[src/rtl/pulse_analyzer.sv]
// rtl/pulse_analyzer.sv - threshold pulse detector measuring peak, width and decay shift
//
// Samples a signed pulse stream every clock. For each pulse that crosses
// THRESH it reports the peak amplitude, the time-over-threshold width and the
// decay shift that reproduces the first decay step, on a valid/ready port.
//
// Ports:
//   clk       in   rising-edge clock
//   rst       in   asynchronous active-high reset
//   din       in   W-bit signed sample, consumed every cycle
//   pk_amp    out  W-bit peak amplitude of the reported pulse
//   pk_sel    out  4-bit estimated decay shift
//   pk_err    out  no shift 0..15 reproduced the first decay step
//   pk_width  out  16-bit above-threshold sample count, saturating
//   pk_valid  out  result valid
//   pk_ready  in   consumer accepts the result
//   lost_cnt  out  8-bit saturating count of pulses missed while reporting

module pulse_analyzer #(
    parameter int W             = 14,
    parameter int signed THRESH = 16
) (
    input  logic                clk,
    input  logic                rst,
    input  logic signed [W-1:0] din,
    output logic signed [W-1:0] pk_amp,
    output logic [3:0]          pk_sel,
    output logic                pk_err,
    output logic [15:0]         pk_width,
    output logic                pk_valid,
    input  logic                pk_ready,
    output logic [7:0]          lost_cnt
);

    typedef enum logic [1:0] {
        S_IDLE,
        S_PEAK,
        S_SEARCH,
        S_REPORT
    } state_t;

    localparam logic signed [W-1:0] THR = THRESH[W-1:0];

    state_t              state_q;
    logic signed [W-1:0] peak_q;
    logic [W:0]          drop_q;
    logic [3:0]          s_q;
    logic [15:0]         width_q;
    logic                tail_done_q;
    logic                search_done_q;
    logic [3:0]          res_sel_q;
    logic                res_err_q;
    logic                above_q;

    logic signed [W-1:0] pk_amp_q;
    logic [3:0]          pk_sel_q;
    logic                pk_err_q;
    logic [15:0]         pk_width_q;
    logic                pk_valid_q;
    logic [7:0]          lost_cnt_q;

    assign pk_amp   = pk_amp_q;
    assign pk_sel   = pk_sel_q;
    assign pk_err   = pk_err_q;
    assign pk_width = pk_width_q;
    assign pk_valid = pk_valid_q;
    assign lost_cnt = lost_cnt_q;

    logic              above;
    logic [W:0]        drop_d;
    logic signed [31:0] cand_sum;
    logic signed [31:0] cand;
    logic [31:0]       drop_ext;
    logic              search_hit;
    logic              done_now;
    logic              tail_now;
    logic [3:0]        sel_now;
    logic              err_now;
    logic [15:0]       width_inc;

    always_comb begin
        above     = (din > THR);
        drop_d    = {peak_q[W-1], peak_q} - {din[W-1], din};
        // Candidate is formed in 32 bits so that 1 << 15 cannot wrap; for any
        // positive peak it is then at least 1 and a zero drop never matches.
        cand_sum  = 32'(peak_q) + (32'sd1 <<< s_q);
        cand      = cand_sum >>> s_q;
        drop_ext  = {{(31 - W){1'b0}}, drop_q};
        search_hit = (cand == $signed(drop_ext));
        done_now  = search_done_q | search_hit | (s_q == 4'd15);
        sel_now   = search_done_q ? res_sel_q : s_q;
        err_now   = search_done_q ? res_err_q : ~search_hit;
        // The current sample can end the tail in the same cycle the search ends.
        tail_now  = tail_done_q | ~above;
        width_inc = (width_q == 16'hFFFF) ? width_q : width_q + 16'd1;
    end

    always_ff @(posedge clk or posedge rst) begin
        if (rst) begin
            state_q       <= S_IDLE;
            peak_q        <= '0;
            drop_q        <= '0;
            s_q           <= '0;
            width_q       <= '0;
            tail_done_q   <= 1'b0;
            search_done_q <= 1'b0;
            res_sel_q     <= '0;
            res_err_q     <= 1'b0;
            above_q       <= 1'b0;
            pk_amp_q      <= '0;
            pk_sel_q      <= '0;
            pk_err_q      <= 1'b0;
            pk_width_q    <= '0;
            pk_valid_q    <= 1'b0;
            lost_cnt_q    <= '0;
        end else begin
            above_q <= above;
            case (state_q)
                S_IDLE: begin
                    if (above) begin
                        peak_q        <= din;
                        width_q       <= 16'd1;
                        tail_done_q   <= 1'b0;
                        search_done_q <= 1'b0;
                        state_q       <= S_PEAK;
                    end
                end

                S_PEAK: begin
                    if (!tail_done_q) begin
                        if (above) width_q <= width_inc;
                        else       tail_done_q <= 1'b1;
                    end
                    if (din > peak_q) begin
                        peak_q <= din;
                    end else begin
                        drop_q        <= drop_d;
                        s_q           <= '0;
                        search_done_q <= 1'b0;
                        state_q       <= S_SEARCH;
                    end
                end

                S_SEARCH: begin
                    if (!tail_done_q) begin
                        if (above) width_q <= width_inc;
                        else       tail_done_q <= 1'b1;
                    end
                    // Result is held internally until the tail ends; the
                    // outputs only change on entry to REPORT.
                    if (!search_done_q) begin
                        if (search_hit) begin
                            res_sel_q     <= s_q;
                            res_err_q     <= 1'b0;
                            search_done_q <= 1'b1;
                        end else if (s_q == 4'd15) begin
                            res_sel_q     <= 4'd15;
                            res_err_q     <= 1'b1;
                            search_done_q <= 1'b1;
                        end else begin
                            s_q <= s_q + 4'd1;
                        end
                    end
                    if (done_now && tail_now) begin
                        pk_amp_q   <= peak_q;
                        pk_width_q <= width_q;
                        pk_sel_q   <= sel_now;
                        pk_err_q   <= err_now;
                        pk_valid_q <= 1'b1;
                        state_q    <= S_REPORT;
                    end
                end

                S_REPORT: begin
                    if (above && !above_q && lost_cnt_q != 8'hFF) begin
                        lost_cnt_q <= lost_cnt_q + 8'd1;
                    end
                    if (pk_ready) begin
                        pk_valid_q <= 1'b0;
                        state_q    <= S_IDLE;
                    end
                end

                default: state_q <= S_IDLE;
            endcase
        end
    end

endmodule

[config.mk]
export PLATFORM = sky130hd
export DESIGN_NAME = pulse_analyzer
export DESIGN_NICKNAME = d
export VERILOG_FILES = /design/src/rtl/pulse_analyzer.sv
export SDC_FILE = /design/constraint.sdc
export NUM_CORES = 1
export LEC_CHECK = 0
export BUFFER_PORTS_ARGS = -buffer_cell sky130_fd_sc_hd__buf_2
export CAP_MARGIN = 20
export CELL_PAD_IN_SITES_DETAIL_PLACEMENT = 0
export CELL_PAD_IN_SITES_GLOBAL_PLACEMENT = 1
export CORE_MARGIN = 2
export CORE_UTILIZATION = 35
export CTS_CLUSTER_DIAMETER = 150
export DETAILED_ROUTE_END_ITERATION = 8
export PLACE_DENSITY = 0.73
export SYNTH_ARGS = -nofsm -noshare
export SYNTH_HDL_FRONTEND = slang
export SYNTH_SLANG_ARGS = --single-unit
[constraint.sdc]
create_clock -name clk -period 12.7 [get_ports clk]
set_input_delay 0 -clock clk [delete_from_list [all_inputs] [get_ports clk]]
set_output_delay 0 -clock clk [all_outputs]
set_load 0.03 [all_outputs]
==> reports/qor.csv <==
metric,value,unit
rows,56,
wl,24000,um
avgRoutedWirePerCell,18.4,um
clock_skew,0.0128,ns
drive_gt1_frac,0.153,
antenna_cells,0,
synth_cell_types,92,
cts_made_buffers,9,
postRouteAntennaNets,0,
cts.sinks,103,
die_h,157,um
power_leakage,0.00429,uW
setup_ws,6.37,ns
die-area,24700,um2
port_buffers,60,
overflow,0,
cts_setup_buffers,0,
crit_arrival,6.57,ns
wl_met1,11300,um
clk_pin_slew,0.08,ns
synthCells,931,
grt_max_degree,70,
synth_nets,996,
fmaxAchievable,158,MHz
antenna_found_initial,0,
drv_cap,0,
initial_core_util,0.353,
synthesis.area,8210,um2
ys_seq_area_frac,0.314,
rsz0062_at_grt,false,
pre_cts_slack,6.51,ns
syn_area_per_cell,8.82,um2
insertion_delay,0.35,ns
die_x,157,um
grt_pass1_vias,7041,
cts_tree,yes,
final.min_clock_period,6.33,ns
area.growth.synth_to_final,12.5,%
r2r_slack,6.37,ns
met2_length,10900,um
synth_edf_count,0,
num-fill-cells,2416,
hold_depth,4,
finalCritPeriodShare,0.498,
synth_ff_type,dfrtp_1,
crit_path_start_kind,register,
cp.required,12.94,ns
tns,0,ns
fin_nets,1048,
cts_buffer_depth,2,
grt_pass1_wl,38400,um
synth_area_leader_cell,dfrtp_1,
synth_seq_cells,103,
outcome,"finished, final reports clean",
drtIter0Drc,599,
h-tree-depth,3,
min_to,pk_valid,
clock-root-buffer,clkbuf_16,
vias_per_cell,5.65,
crit_type,register to register,
topRoutingLayerUsed,met4,
critPathCaptureType,register,
routed-wl-met3,1420,um
powerDensity,249,nW/um2
dp_hpwl,18100,um
synth.area.top_cells,"dfrtp_1 31%, ha_1 7.0%, nand2_1 4.4%, mux2_1 4.1%, o21ai_0 3.7%",
ys_warn_count,0,
ys_async_sr_fraction,1.00,
coreArea,23300,um2
worst_pin_slew,0.866,ns
vias,7390,
slew_violations,0,
track_usage,0.197,
worstRegToRegCells,17,
dr.pass1.iters,5,
setup_violations,0,
hp-start,pk_ready,
r2r-start,s_q[0],
crit_fanout,35,
yosys.area.top_type_share,0.314,
r2r-end,pk_amp[9],
post-route-drc-count,0,
slew_headroom,0.423,
finalWeightedCongestion,0.925,
hold_viol,0,
hp-class,input port to register,
worst_ir_drop_vdd,0.129,mV
num_io_pins,61,
post_cts_resized,0,
-- cells by family (layout without fill, tap and decap cells) --
group           Yosys count  after routing  synth area share
compound gates          264            264             0.234
xor+xnor                 41             41            0.0437
fa+ha+maj                48             48            0.0749
buf+inv                  97            154            0.0483
flops                   103            103             0.314
mux                      66             66            0.0900
simple gates            312            312             0.196
-- placed cells by master, fill, tap and decap left out, types with 7 or more instances in the layout --
master / count
and2_1: 9
a21oi_2: 7
inv_1: 49
buf_4: 11
nand2_1: 96
xnor2_1: 14
a211oi_1: 15
nand3_1: 27
mux2_1: 30
a21o_1: 11
nor4_1: 7
dlygate4sd3_1: 15
dfrtp_1: 103
buf_2: 60
o21ai_0: 61
o2111ai_1: 12
xor2_1: 27
ha_1: 46
or3_1: 13
o22ai_1: 7
nor3_1: 19
nand4_1: 11
and3_1: 18
mux2i_1: 12
o31ai_1: 8
mux2_2: 23
nor2b_1: 9
a21oi_1: 33
nor2_1: 63
o211ai_1: 12
nand2b_1: 8
clkbuf_16: 9
-- final cells by class --
cell class | instances | area [um2] | share of cell area
Clock inverter | 7 | 66.3 | 0.00718
Sequential cell | 103 | 2580 | 0.279
Multi-Input combinational cell | 731 | 5240 | 0.567
Clock buffer | 9 | 225 | 0.0244
Timing Repair Buffer | 86 | 533 | 0.0577
Inverter | 52 | 198 | 0.0214
Tap cell | 319 | 399 | 0.0432
-- routing by layer --
layer	vias up	track usage
met2	243	0.315
met3	33	0.0273
met1	3560	0.282
li1	3554	-
met4	0	0.0476
met5	-	0
-- cells in the mapped netlist (all sizes together) (14+ instances only) --
cell type    n
a211oi      19
a21oi       42
and3        18
clkbuf      32
dfrtp      103
ha          46
inv         50
mux2        53
nand2       97
nand3       27
nor2        64
nor3        21
o21ai       70
xnor2       14
xor2        27
-- report_power, final --
group	switching, uW	internal, uW
logic	939	567
clock network	134	138
registers	116	405
-- state kept, by name, summed over array words and instances, names as in the netlist --
name	cells
state_q	2
pk_valid	1
s_q	4
res_sel_q	4
drop_q	15
width_q	16
lost_cnt	8
pk_err	1
tail_done_q	1
pk_sel	4
above_q	1
res_err_q	1
pk_width	16
pk_amp	14
search_done_q	1
peak_q	14
-- what timing repair did --
item / CTS / global route
endpoints found under the setup margin: 0 / 0
hold buffers: 15 / 0
hold endpoints to repair: 48 / 0
-- worst max-delay path, stage by stage, from the launching register on --
cell and delay, ns:
dfrtp_1 0.35, clkinv_1 0.59, ha_1 0.53, and3_1 0.20, ha_1 0.52, nand2_1 0.15
o21ai_2 0.39, nor2_1 0.13, a211oi_2 0.43, o211a_1 0.38, mux2i_1 0.21, or2_2 0.34
a32oi_1 0.26, o2111ai_1 0.19, nor4_4 0.38, a211oi_4 0.16, nor2_8 0.54, mux2_2 0.41
-- through the flow --
| step | utilization | total power [uW] | cell area [um2] | hold WS (ns) | std cells |
|---|---|---|---|---|---|
| 4_1_cts | 0.397 | 2290 | 9240 | 0.0901 | 1307 |
| 2_1_floorplan | - | 1600 | 8210 | 0.117 | 931 |
| 3_5_place_dp | 0.378 | 2000 | 8800 | 0.0311 | 1276 |
| 5_1_grt | 0.397 | 2480 | 9240 | 0.149 | 1307 |
| 6_report | 0.397 | 2300 | 9240 | 0.114 | 1307 |
| 3_3_place_gp | 0.378 | 2000 | 8800 | 0.0338 | 1276 |
-- worst max-delay path by stage --
stage,startpoint,end
3_3_place_gp,s_q[0],pk_amp[9]
6_report,s_q[0],pk_amp[9]
2_1_floorplan,s_q[1],state_q[1]
4_1_cts,s_q[0],pk_amp[9]
5_1_grt,s_q[0],pk_amp[9]
3_5_place_dp,s_q[0],pk_amp[9]
Power figures use the tool's default switching activity.
